## src/rtl/uart_rx_frame.sv

```systemverilog
// UART receiver with run-time data length, parity and stop-bit selection.
// Mid-bit sampling on an oversampling tick; received words queue in a small FWFT FIFO.
module uart_rx_frame #(
    parameter int NB_DATA    = 8,
    parameter int OVS        = 16,
    parameter int FIFO_DEPTH = 4
) (
    input  logic               clk,
    input  logic               reset,
    input  logic               s_tick,
    input  logic               rx,
    input  logic [3:0]         cfg_nbits,
    input  logic               cfg_parity_en,
    input  logic               cfg_parity_odd,
    input  logic               cfg_stop2,
    input  logic               rd_en,
    output logic               rx_valid,
    output logic [NB_DATA-1:0] rx_data,
    output logic               rx_parity_err,
    output logic               rx_frame_err,
    output logic               overrun_tick,
    output logic               busy
);
    localparam int TW = $clog2(OVS);
    localparam int PW = $clog2(FIFO_DEPTH);
    localparam int WW = NB_DATA + 2;

    typedef enum logic [2:0] {IDLE, START, DATA, PARITY, STOP} state_t;

    state_t             state_reg, state_next;
    logic [TW-1:0]      tick_reg, tick_next;
    logic [3:0]         bit_reg, bit_next;
    logic               stop_reg, stop_next;
    logic [NB_DATA-1:0] data_reg, data_next;
    logic               perr_reg, perr_next;
    logic               ferr_reg, ferr_next;
    logic [3:0]         nbits_reg, nbits_next;
    logic               par_en_reg, par_en_next;
    logic               par_odd_reg, par_odd_next;
    logic               stop2_reg, stop2_next;
    logic               rx_meta_reg, rx_s_reg;
    logic               sample, push;
    logic [WW-1:0]      push_word;
    logic [3:0]         nbits_eff;
    logic [TW-1:0]      tick_term;

    always_ff @(posedge clk or posedge reset) begin
        if (reset) begin
            rx_meta_reg <= 1'b1;
            rx_s_reg    <= 1'b1;
        end else begin
            rx_meta_reg <= rx;
            rx_s_reg    <= rx_meta_reg;
        end
    end

    assign nbits_eff = (cfg_nbits >= 4'd5 && cfg_nbits <= 4'(NB_DATA)) ? cfg_nbits : 4'(NB_DATA);
    assign tick_term = (state_reg == START) ? TW'(OVS / 2 - 1) : TW'(OVS - 1);
    assign sample    = s_tick && (tick_reg == tick_term);
    assign busy      = (state_reg != IDLE);

    always_comb begin
        state_next   = state_reg;
        tick_next    = tick_reg;
        bit_next     = bit_reg;
        stop_next    = stop_reg;
        data_next    = data_reg;
        perr_next    = perr_reg;
        ferr_next    = ferr_reg;
        nbits_next   = nbits_reg;
        par_en_next  = par_en_reg;
        par_odd_next = par_odd_reg;
        stop2_next   = stop2_reg;
        push         = 1'b0;
        push_word    = {ferr_reg | ~rx_s_reg, perr_reg, data_reg};
        if (state_reg != IDLE && s_tick)
            tick_next = sample ? '0 : tick_reg + TW'(1);
        case (state_reg)
            IDLE: begin
                if (!rx_s_reg) begin
                    state_next   = START;
                    tick_next    = '0;
                    nbits_next   = nbits_eff;
                    par_en_next  = cfg_parity_en;
                    par_odd_next = cfg_parity_odd;
                    stop2_next   = cfg_stop2;
                    data_next    = '0;
                    perr_next    = 1'b0;
                    ferr_next    = 1'b0;
                end
            end
            START: begin
                if (sample) begin
                    state_next = rx_s_reg ? IDLE : DATA;
                    bit_next   = '0;
                end
            end
            DATA: begin
                if (sample) begin
                    data_next = data_reg | (NB_DATA'(rx_s_reg) << bit_reg);
                    bit_next  = bit_reg + 4'd1;
                    if (bit_reg == nbits_reg - 4'd1) begin
                        state_next = par_en_reg ? PARITY : STOP;
                        stop_next  = 1'b0;
                    end
                end
            end
            PARITY: begin
                if (sample) begin
                    // data_reg upper bits are zero, so a full-width reduction is safe
                    perr_next  = (^data_reg) ^ rx_s_reg ^ par_odd_reg;
                    state_next = STOP;
                    stop_next  = 1'b0;
                end
            end
            STOP: begin
                if (sample) begin
                    if (!rx_s_reg) ferr_next = 1'b1;
                    if (stop2_reg && !stop_reg) begin
                        stop_next = 1'b1;
                    end else begin
                        push       = 1'b1;
                        state_next = IDLE;
                    end
                end
            end
            default: state_next = IDLE;
        endcase
    end

    always_ff @(posedge clk or posedge reset) begin
        if (reset) begin
            state_reg   <= IDLE;
            tick_reg    <= '0;
            bit_reg     <= '0;
            stop_reg    <= 1'b0;
            data_reg    <= '0;
            perr_reg    <= 1'b0;
            ferr_reg    <= 1'b0;
            nbits_reg   <= '0;
            par_en_reg  <= 1'b0;
            par_odd_reg <= 1'b0;
            stop2_reg   <= 1'b0;
        end else begin
            state_reg   <= state_next;
            tick_reg    <= tick_next;
            bit_reg     <= bit_next;
            stop_reg    <= stop_next;
            data_reg    <= data_next;
            perr_reg    <= perr_next;
            ferr_reg    <= ferr_next;
            nbits_reg   <= nbits_next;
            par_en_reg  <= par_en_next;
            par_odd_reg <= par_odd_next;
            stop2_reg   <= stop2_next;
        end
    end

    logic [WW-1:0]         mem_reg [FIFO_DEPTH];
    logic [WW-1:0]         last_reg, head_word, out_word;
    logic [PW-1:0]         wr_ptr_reg, rd_ptr_reg;
    logic [PW:0]           cnt_reg;
    logic [FIFO_DEPTH-1:0] wr_sel;
    logic                  pop, full, do_push, overrun_reg;

    assign rx_valid = (cnt_reg != '0);
    assign full     = (cnt_reg == (PW + 1)'(FIFO_DEPTH));
    assign pop      = rd_en && rx_valid;
    assign do_push  = push && (!full || pop);

    for (genvar gi = 0; gi < FIFO_DEPTH; gi++) begin : g_wr_sel
        assign wr_sel[gi] = do_push && (wr_ptr_reg == PW'(gi));
    end

    always_ff @(posedge clk or posedge reset) begin
        if (reset) begin
            for (int i = 0; i < FIFO_DEPTH; i++) mem_reg[i] <= '0;
            wr_ptr_reg  <= '0;
            rd_ptr_reg  <= '0;
            cnt_reg     <= '0;
            last_reg    <= '0;
            overrun_reg <= 1'b0;
        end else begin
            for (int i = 0; i < FIFO_DEPTH; i++)
                if (wr_sel[i]) mem_reg[i] <= push_word;
            if (do_push) wr_ptr_reg <= wr_ptr_reg + PW'(1);
            if (pop)     rd_ptr_reg <= rd_ptr_reg + PW'(1);
            case ({do_push, pop})
                2'b10:   cnt_reg <= cnt_reg + (PW + 1)'(1);
                2'b01:   cnt_reg <= cnt_reg - (PW + 1)'(1);
                default: cnt_reg <= cnt_reg;
            endcase
            // keeps the outputs stable once the last word has been popped
            if (rx_valid) last_reg <= head_word;
            overrun_reg <= push && full && !pop;
        end
    end

    assign head_word     = mem_reg[rd_ptr_reg];
    assign out_word      = rx_valid ? head_word : last_reg;
    assign rx_data       = out_word[NB_DATA-1:0];
    assign rx_parity_err = out_word[NB_DATA];
    assign rx_frame_err  = out_word[NB_DATA+1];
    assign overrun_tick  = overrun_reg;
endmodule

```

## config.mk

```make
export PLATFORM = sky130hd
export DESIGN_NAME = uart_rx_frame
export DESIGN_NICKNAME = d
export VERILOG_FILES = /design/src/rtl/uart_rx_frame.sv
export SDC_FILE = /design/constraint.sdc
export NUM_CORES = 1
export LEC_CHECK = 0
export ABC_AREA = 0
export BUFFER_PORTS_ARGS = -buffer_cell sky130_fd_sc_hd__buf_4
export CAP_MARGIN = 20
export CORE_MARGIN = 2
export CORE_UTILIZATION = 64
export CTS_CLUSTER_DIAMETER = 50
export DETAILED_ROUTE_END_ITERATION = 10
export PLACE_DENSITY_LB_ADDON = 0.1
export SLEW_MARGIN = 20
export SYNTH_ARGS = -nofsm -noshare
export SYNTH_HDL_FRONTEND = slang
export SYNTH_SLANG_ARGS = --single-unit
```

## constraint.sdc

```tcl
create_clock -name clk -period 5.32 [get_ports clk]
set_input_delay 0.266 -clock clk [delete_from_list [all_inputs] [get_ports clk]]
set_output_delay 0.266 -clock clk [all_outputs]
set_load 0.02 [all_outputs]
```

## Word level (Yosys, flattened, before mapping)

Index checks and enable logic that the tools add are counted.

| word-level totals | value |
|---|---|
| flip-flop bits (word level) | 89 |
| bits of input ports | 12 |
| output and inout bits | 13 |
| logic and storage cells | 136 |

| operators by class | value |
|---|---|
| add/sub/neg operators | 7 |
| order comparisons | 3 |
| equality and inequality tests | 21 |
| shifts and indexed selects | 1 |
| mux-type cells | 42 |
| bitwise logic cells | 6 |
| reduce and logical (&&, ||, !) cells | 34 |

Operators with widths:

| kind | count |
|---|---|
| 4-bit two-way mux | 8 |
| 10-bit two-way mux | 3 |
| 3-bit two-way mux | 8 |
| 10-bit binary-select mux with 2-bit select | 1 |
| 2-bit != test, second input constant | 9 |
| 8-bit two-way mux | 2 |
| 8-bit case mux with 2 select lines | 1 |
| 3-bit case mux with 5 select lines | 1 |
| 1-bit logical AND | 12 |
| 1-bit two-way mux | 12 |
| 2-bit nonzero test | 5 |
| 3-bit AND reduction | 3 |
| 3-bit nonzero test | 3 |
| 4-bit by 1-bit adder with 4-bit output, second input constant | 2 |
| 4-bit equality test | 2 |
| 8-bit bitwise OR | 1 |
| 4-bit case mux with 2 select lines | 1 |
| 8-bit parity | 1 |
| 1-bit by 4-bit left shift with 8-bit output | 1 |
| 7-bit AND reduction | 1 |
| 2-bit equality test, second input constant | 3 |
| 3-bit by 2-bit equality test with 1-bit output, second input constant | 2 |
| 3-bit equality test, second input constant | 2 |
| 3-bit case mux with 2 select lines | 1 |
| 23 further kinds | 29 |

## Depth between registers and ports, before layout

Gate-level depths: netlist of the first run.

| logic depth | value |
|---|---|
| word-level depth | 9 |
| depth in mapped cells | 9 |
| depth with buffers taken out | 8 |

## Least setup slack after synthesis of the first run

OpenSTA, ideal clock, no wires.

| timing | value |
|---|---|
| kind | reg2reg |
| start | register tick_reg[0] |
| end | register cnt_reg[2] |
| setup time | 126 ps |
| arrival time | 2454 ps |
| required time | 5194 ps |
| slack | 2740 ps |
| cell stages (with the launch flop) | 9 |
| buffers on the path | 1 |
| period minus slack after synthesis | 2580 ps |
| path through | dfrtp_1 -> ha_1 -> and4_1 -> buf_4 -> nand3b_1 -> nand3_1 -> fa_1 -> or3_1 -> a311o_1 |

| on the way | value |
|---|---|
| cells in the longest elaborated chain, start to end | 7 |
| elaborated cells on any way between the ends | 9 |
| classes of those cells | eq/ne: 3; mux: 3; reduce/logical: 3 |

Ends and longest elaborated chain:

| item | RTL line | text |
|---|---|---|
| from (decl) | 31 | `logic [TW-1:0] tick_reg, tick_next;` |
| from (signal assigned) | 146 | `tick_reg <= tick_next;` |
| 4-bit equality test (*) | 59 | `assign sample = s_tick && (tick_reg == tick_term);` |
| 1-bit logical AND (*) | 59 |  |
| 1-bit two-way mux (*) | 117 | `if (sample) begin` |
| 1-bit two-way mux (*) | 78 | `case (state_reg)` |
| 1-bit logical AND (*) | 169 | `assign do_push = push && (!full \|\| pop);` |
| 2-bit by 1-bit equality test with 1-bit output or 2-bit equality test (tied branches) | 188 | `case ({do_push, pop})` |
| 3-bit case mux with 2 select lines or 2-bit nonzero test (tied branches) | -- |  |
| to (signal assigned) | 189 | `2'b10: cnt_reg <= cnt_reg + (PW + 1)'(1);` |
| to (signal assigned) | 190 | `2'b01: cnt_reg <= cnt_reg - (PW + 1)'(1);` |
| to (signal assigned) | 191 | `default: cnt_reg <= cnt_reg;` |
| to (decl) | 162 | `logic [PW:0] cnt_reg;` |

Every way passes the cells marked *; elsewhere a longest branch is shown, timed or not.
A chain may end at the register's enable or synchronous reset.

## Worst setup path in the final report of the first run

Ends and elaborated chain as after synthesis.

==> out/summary.txt, run 1 <==
yosys warns: 0
Power Density: 368 nW/µm²
worst vdd ir: 269 µV
root buf cell: clkbuf_8
Site Rows: 29
Slew Limit Fails: 0
H-tree levels: 3
dpl cells: 441
Top Ports: 25
drt first pass iters: 4
status: complete, no violations
FMAX: 0.360 GHz
Synthesized Nets: 377
Final Cell Area: 4720 µm²
I/O Buffers: 24
Synth area leader: dfrtp_1
Arr. time, crit path: 3.01 ns
Worst Setup Start Kind: register
CTS buffer count: 9
most common cell in the netlist: dfrtp_1
Gate power share: 25.2%
dominant synthesized flop cell: dfrtp_1
Power Total: 1740 µW
EDFF count, synth: 0
Clk pin slew, worst setup/hold paths: 0.09 ns
wire length per cell: 17.2 µm
Leak: 0.00230 µW
max FFs per register: 40
syn avg cell area: 12.1 µm²
Max-Cap Viols: 0
asr flop ratio synth: 100%
Hold-fix buffers, CTS: 0
# resized after CTS: 0
clock sinks: 89
CTS tree: built
synthesized cell area: 4330 µm²
vias: 2,737
post-synthesis sequential area ratio: 51.5%
Die Y: 86.2 µm
Cells after Synth: 357
vias in the first global route: 2,778
die area: 7440 µm²
Detailed Place HPWL: 5.33 mm
crit path max fanout: 9
placed cell areas: 4540 µm²
Avg Vias per Cell: 5.99
final net count: 395
worst slew pin tran: 0.802 ns
Fin. Hold Viols: 0
drt total wl: 7.86 mm
Net Switching: 597 µW
drt drc: 0
first-pass GRT wire length: 13.4 mm
most frequent cells after synthesis: dfrtp_1 (87), mux2_2 (47), nand2_1 (23), xnor2_1 (19), nor2_1 (18)
initial core utilization: 67.0%
Crit Path Class: reg2reg
clock latency on the worst-skew pair: 0.35 ns
Layout area overhead: 9.10%
Slew headroom: 46.5%
period utilisation layout: 52.3%
Total Routing Usage GR: 23.5%
GP Congestion: 0.842
Worst EP required: 5.55 ns
Detailed Route Iter0 Violations: 147
Final TNS setup: 0 ns
Final ANT Viol Nets: 0
Yosys top cell area share: 50.3%
Synth area leaders: dfrtp_1 (50%), mux2_2 (12%), mux4_2 (5.2%), xnor2_1 (3.8%), ha_1 (2.0%)
GRT Residual Overflow: 0
Chip Width: 86.2 µm
post-route clock skew: 0.0108 ns
Setup crit end kind: register
Clk pwr share: 24.5%
share of cells above drive strength 1: 28.9%
antenna cell count: 0
Post-Layout Cell Count: 457
Final Critical Period: 2.78 ns
CTS Buffer Depth: 2
initial antenna violation count: 0
Filler cells: 457
core area: 6460 µm²
Setup Buffers After CTS: 0
P_int: 1140 µW
Hold Path Class: in2reg
largest net degree at the start of global routing: 90
#FFs+latches synth: 89
Sw Share: 34.4%
register share of total power: 50.3%
setup violators final: 0
Synth cell types: 49
unrepaired setup endpoints after global routing: false
power groups by stage:
| stage | Clock (µW) | Sequential [µW] | Combinational, µW |
|---|---|---|---|
| 2_1_floorplan | 0 | 809 | 411 |
| 3_3_place_gp | 0 | 881 | 428 |
| 3_5_place_dp | 0 | 888 | 437 |
| 4_1_cts | 433 | 875 | 441 |
| 5_1_grt | 461 | 890 | 492 |
| 6_report | 425 | 874 | 437 |
routing by layer:
layer  track usage (%)  share of wire (%)  vias to the layer above
met4              8.24                1.5                        0
met1              30.8                 45                     1377
li1                  -                  -                     1314
met2              40.7                 52                       38
met3              3.33                2.2                        8
met5                 0                  0                        -
metrics by stage:
step / setup WS, ns / utilization (%) / hold WS (ns)
after floorplan: 2.74 / - / 0.270
after global placement: 2.66 / 70.3 / 0.346
after detailed placement: 2.56 / 70.3 / 0.355
after CTS: 2.55 / 73.1 / 0.0103
after global routing: 2.36 / 73.1 / 0.00174
final: 2.54 / 73.1 / 0.0235
cells in the final DEF (no fill, tap or decap), types with 2 or more instances in the layout:
master | synthesis | layout
nand2b_1 | 2 | 2
dfstp_2 | 2 | 2
o21ai_0 | 16 | 16
mux2_2 | 47 | 47
and4_1 | 2 | 2
clkbuf_8 | 0 | 10
a31oi_1 | 6 | 6
o21a_1 | 4 | 4
clkinv_2 | 0 | 2
dfrtp_1 | 87 | 87
a22o_1 | 4 | 4
nand2_1 | 23 | 23
inv_6 | 0 | 2
a21o_1 | 5 | 5
mux4_2 | 10 | 10
mux2_1 | 5 | 5
buf_4 | 2 | 25
clkinvlp_4 | 0 | 2
nor2b_1 | 7 | 7
nor4_1 | 4 | 4
inv_1 | 8 | 7
nor2_1 | 18 | 18
nand4_1 | 3 | 3
nand3_1 | 12 | 12
ha_1 | 7 | 7
nor3b_1 | 4 | 4
or3_1 | 3 | 3
xnor2_1 | 19 | 19
nor3_1 | 5 | 5
nand2_4 | 4 | 4
xor2_1 | 3 | 3
a21oi_1 | 10 | 10
layout make-up:
class                      count  area, µm²  area share (%)
sequential                    89       2230            47.2
multi-input combinational    241       1990            42.1
timing repair buffer          26        199            4.21
clock buffer                  11        141            2.99
tap                           77       96.3            2.04
clock inverter                 5       37.5           0.795
inverter                       8       31.3           0.662
final timing paths:
path	start	end	slack, ns	cells after the start
setup / recovery	tick_reg[0]	cnt_reg[2]	2.54	7
hold / removal	rx	rx_meta_reg	0.02	1
setup reg to reg	tick_reg[0]	cnt_reg[2]	2.54	7
hold reg to reg	rx_meta_reg	rx_s_reg	0.37	0
max in group asynchronous	reset	data_reg[3]	4.64	3
min in group asynchronous	reset	mem_reg[2]	0.10	3
kinds of logic (layout without fill, tap and decap cells):
group | count (synthesis) | count (layout) | share of synthesized area [%]
mux | 63 | 63 | 19.0
simple gates | 96 | 96 | 12.4
compound gates | 52 | 52 | 7.66
xor+xnor | 22 | 22 | 4.45
flops | 89 | 89 | 51.5
fa+ha+maj | 8 | 8 | 2.49
buf+inv | 27 | 50 | 2.57
worst max-delay path, cell delays in order, from the launching register on:
cell,delay (ns)
dfrtp_1,0.43
ha_1,0.26
and4_1,0.33
nand3b_1,0.31
nand3_1,0.17
fa_1,0.45
or3_1,0.40
a311o_1,0.32
No activity file was read; power rests on OpenSTA's default activity.
==> run 2: changes to the inputs <==
Settings changed: CORE_UTILIZATION 64 to 55.
Clock period 5.32 ns to 2.5 ns, I/O delays scaled along.
==> run 2 against run 1 <==
Against the previous run: routed wire length rose by 3.1%; worst hold slack got worse by 0.0066 ns; sequential share of layout area fell by 2.0 points; count of clock-buffer cells in the layout fell by 2; utilization fell by 8.9 points; clock power rose by 130%; die area rose by 16%; sequential power rose by 100%; worst setup slack got worse by 2.3 ns; critical endpoint unchanged.
==> out/summary.txt, run 2 (synthesis results as in run 1) <==
Top Ports: 25 (unchanged)
worst vdd ir: 491 µV (+83%)
Final Cell Area: 4940 µm² (+4.5%)
Layout area overhead: 14.0%
largest net degree at the start of global routing: 90 (unchanged)
reg2reg setup slack: 0.19 ns (-2.35 ns)
worst slew pin tran: 0.637 ns (-0.165 ns)
I/O Buffers: 24 (unchanged)
drt total wl: 8.10 mm (+3.1%)
Detailed Place HPWL: 5.46 mm (+2.4%)
Filler cells: 615 (+35%)
Final Critical Period: 2.31 ns (-0.472 ns)
hold_sp: cfg_nbits[1]
initial core utilization: 56.3% (-11 points)
unrepaired setup endpoints after global routing: false
Slew Limit Fails: 0 (unchanged)
Crit Path Class: reg2reg
Hold-fix buffers, CTS: 6 (+6)
Die Y: 92.7 µm (+7.5%)
critical path, cell by cell: ha_2, and4_1, nand3b_1, nand3_2, fa_2, or3_1, a311o_1
Chip Width: 92.7 µm (+7.5%)
most frequent cells in the layout: dfrtp_1 (87), mux2_2 (47), buf_4 (37)
Setup crit start: tick_reg[0]
drt first pass iters: 6 (+2)
Worst Path Buf+Inv: 0 (unchanged)
Leak: 0.00239 µW (+4.1%)
Setup WS pre-CTS: 0.212 ns (-2.35 ns)
H-tree levels: 3 (unchanged)
clock sinks: 89 (unchanged)
max FFs per register: 40 (unchanged)
WHS: 0.0168 ns (-0.00665 ns)
hold depth: 3 (+2)
GP Congestion: 0.800 (-5.0%)
clock latency on the worst-skew pair: 0.35 ns (about the same)
Setup Buffers After CTS: 0 (unchanged)
slowest cell delay on critical path: 0.42 ns (-0.03 ns)
Total Routing Usage GR: 20.7% (-2.8 points)
initial antenna violation count: 0 (unchanged)
setup violators final: 0 (unchanged)
CTS Buffer Depth: 2 (unchanged)
Setup crit end kind: register
CTS buffer count: 9 (unchanged)
final net count: 413 (+4.6%)
vias: 2,808 (+2.6%)
wire length per cell: 16.2 µm (-5.6%)
Crit path max-delay family: simple AND/OR/NAND/NOR gates
CTS tree: built
root buf cell: clkbuf_8
Worst R2R Path Depth: 7 (unchanged)
Max-Cap Viols: 0 (unchanged)
FMAX: 0.433 GHz (+20%)
Hold Path Class: in2reg
post-route clock skew: 0.00612 ns (-0.00464 ns)
most common cell after layout, fill and taps aside: dfrtp_1
Avg Vias per Cell: 5.63 (-6.0%)
antenna cell count: 0 (unchanged)
Worst Hold End: nbits_reg[1]
Site Rows: 32 (+10%)
Arr. time, crit path: 2.55 ns (-0.46 ns)
Fin. Hold Viols: 0 (unchanged)
# resized after CTS: 0 (unchanged)
Detailed Route Iter0 Violations: 104 (-29%)
Worst R2R Start: tick_reg[0]
Final TNS setup: 0 ns (unchanged)
core area: 7690 µm² (+19%)
drt drc: 0 (unchanged)
Clk pin slew, worst setup/hold paths: 0.09 ns (about the same)
share of cells above drive strength 1: 31.5% (+2.5 points)
GRT Residual Overflow: 0 (unchanged)
Slew headroom: 56.9% (+10 points)
status: complete, no violations
Final ANT Viol Nets: 0 (unchanged)
Worst EP required: 2.74 ns (-2.81 ns)
Worst Setup Start Kind: register
first-pass GRT wire length: 13.8 mm (+2.5%)
period utilisation layout: 92.3% (+40 points)
RR Endpoint: cnt_reg[2]
Final WS setup: 0.192 ns (-2.35 ns)
placed cell areas: 4680 µm² (+3.2%)
Power Density: 786 nW/µm² (+110%)
vias in the first global route: 2,813 (+1.3%)
Worst path slowest cell: dfrtp_1
die area: 8600 µm² (+16%)
crit path max fanout: 5 (-4)
run 2: final cells by class:
type,instances,area [µm²],area share [%]
clock buffers,9,124,2.51
clock inverters,6,67.6,1.37
inverters,8,31.3,0.634
multi-input cells,241,2000,40.5
flip-flops and latches,89,2230,45.2
well taps,102,128,2.59
repair buffers,44,358,7.25
run 2: layer usage:
metal  share of wire, %  GRT usage [%]  wire length [µm]
met5                  0              0                 0
met4                1.3           7.35               102
met3                2.4           2.93               193
met2                 48           34.0              3910
met1                 48           28.4              3890
run 2: worst max path at each step:
stage / to / cells after the start
finish: cnt_reg[2] / 7
detailed placement: cnt_reg[2] / 7
floorplan: cnt_reg[2] / 8
global route: cnt_reg[2] / 7
CTS: cnt_reg[2] / 7
global placement: cnt_reg[2] / 7
run 2: metrics by stage:
step                std cells  util [%]  power (µW)
floorplan                 357         -        2600
CTS                       499      64.2        3930
global placement          478      60.9        2900
finish                    499      64.2        3880
global route              499      64.2        4130
detailed placement        478      60.9        2940
run 2: worst min-delay path, delay by kind of cell:
| kind | cells | cell delay, ns |
|---|---|---|
| AO/OA/AOI/OAI | 1 | 0.07 |
| buffers and inverters | 1 | 0.08 |
| AND/OR/NAND/NOR | 1 | 0.05 |
run 2: where the power goes:
part           switching (µW)  internal (µW)
Clock                     516            462
Combinational             598            539
Sequential                185           1580
Total                    1300           2580
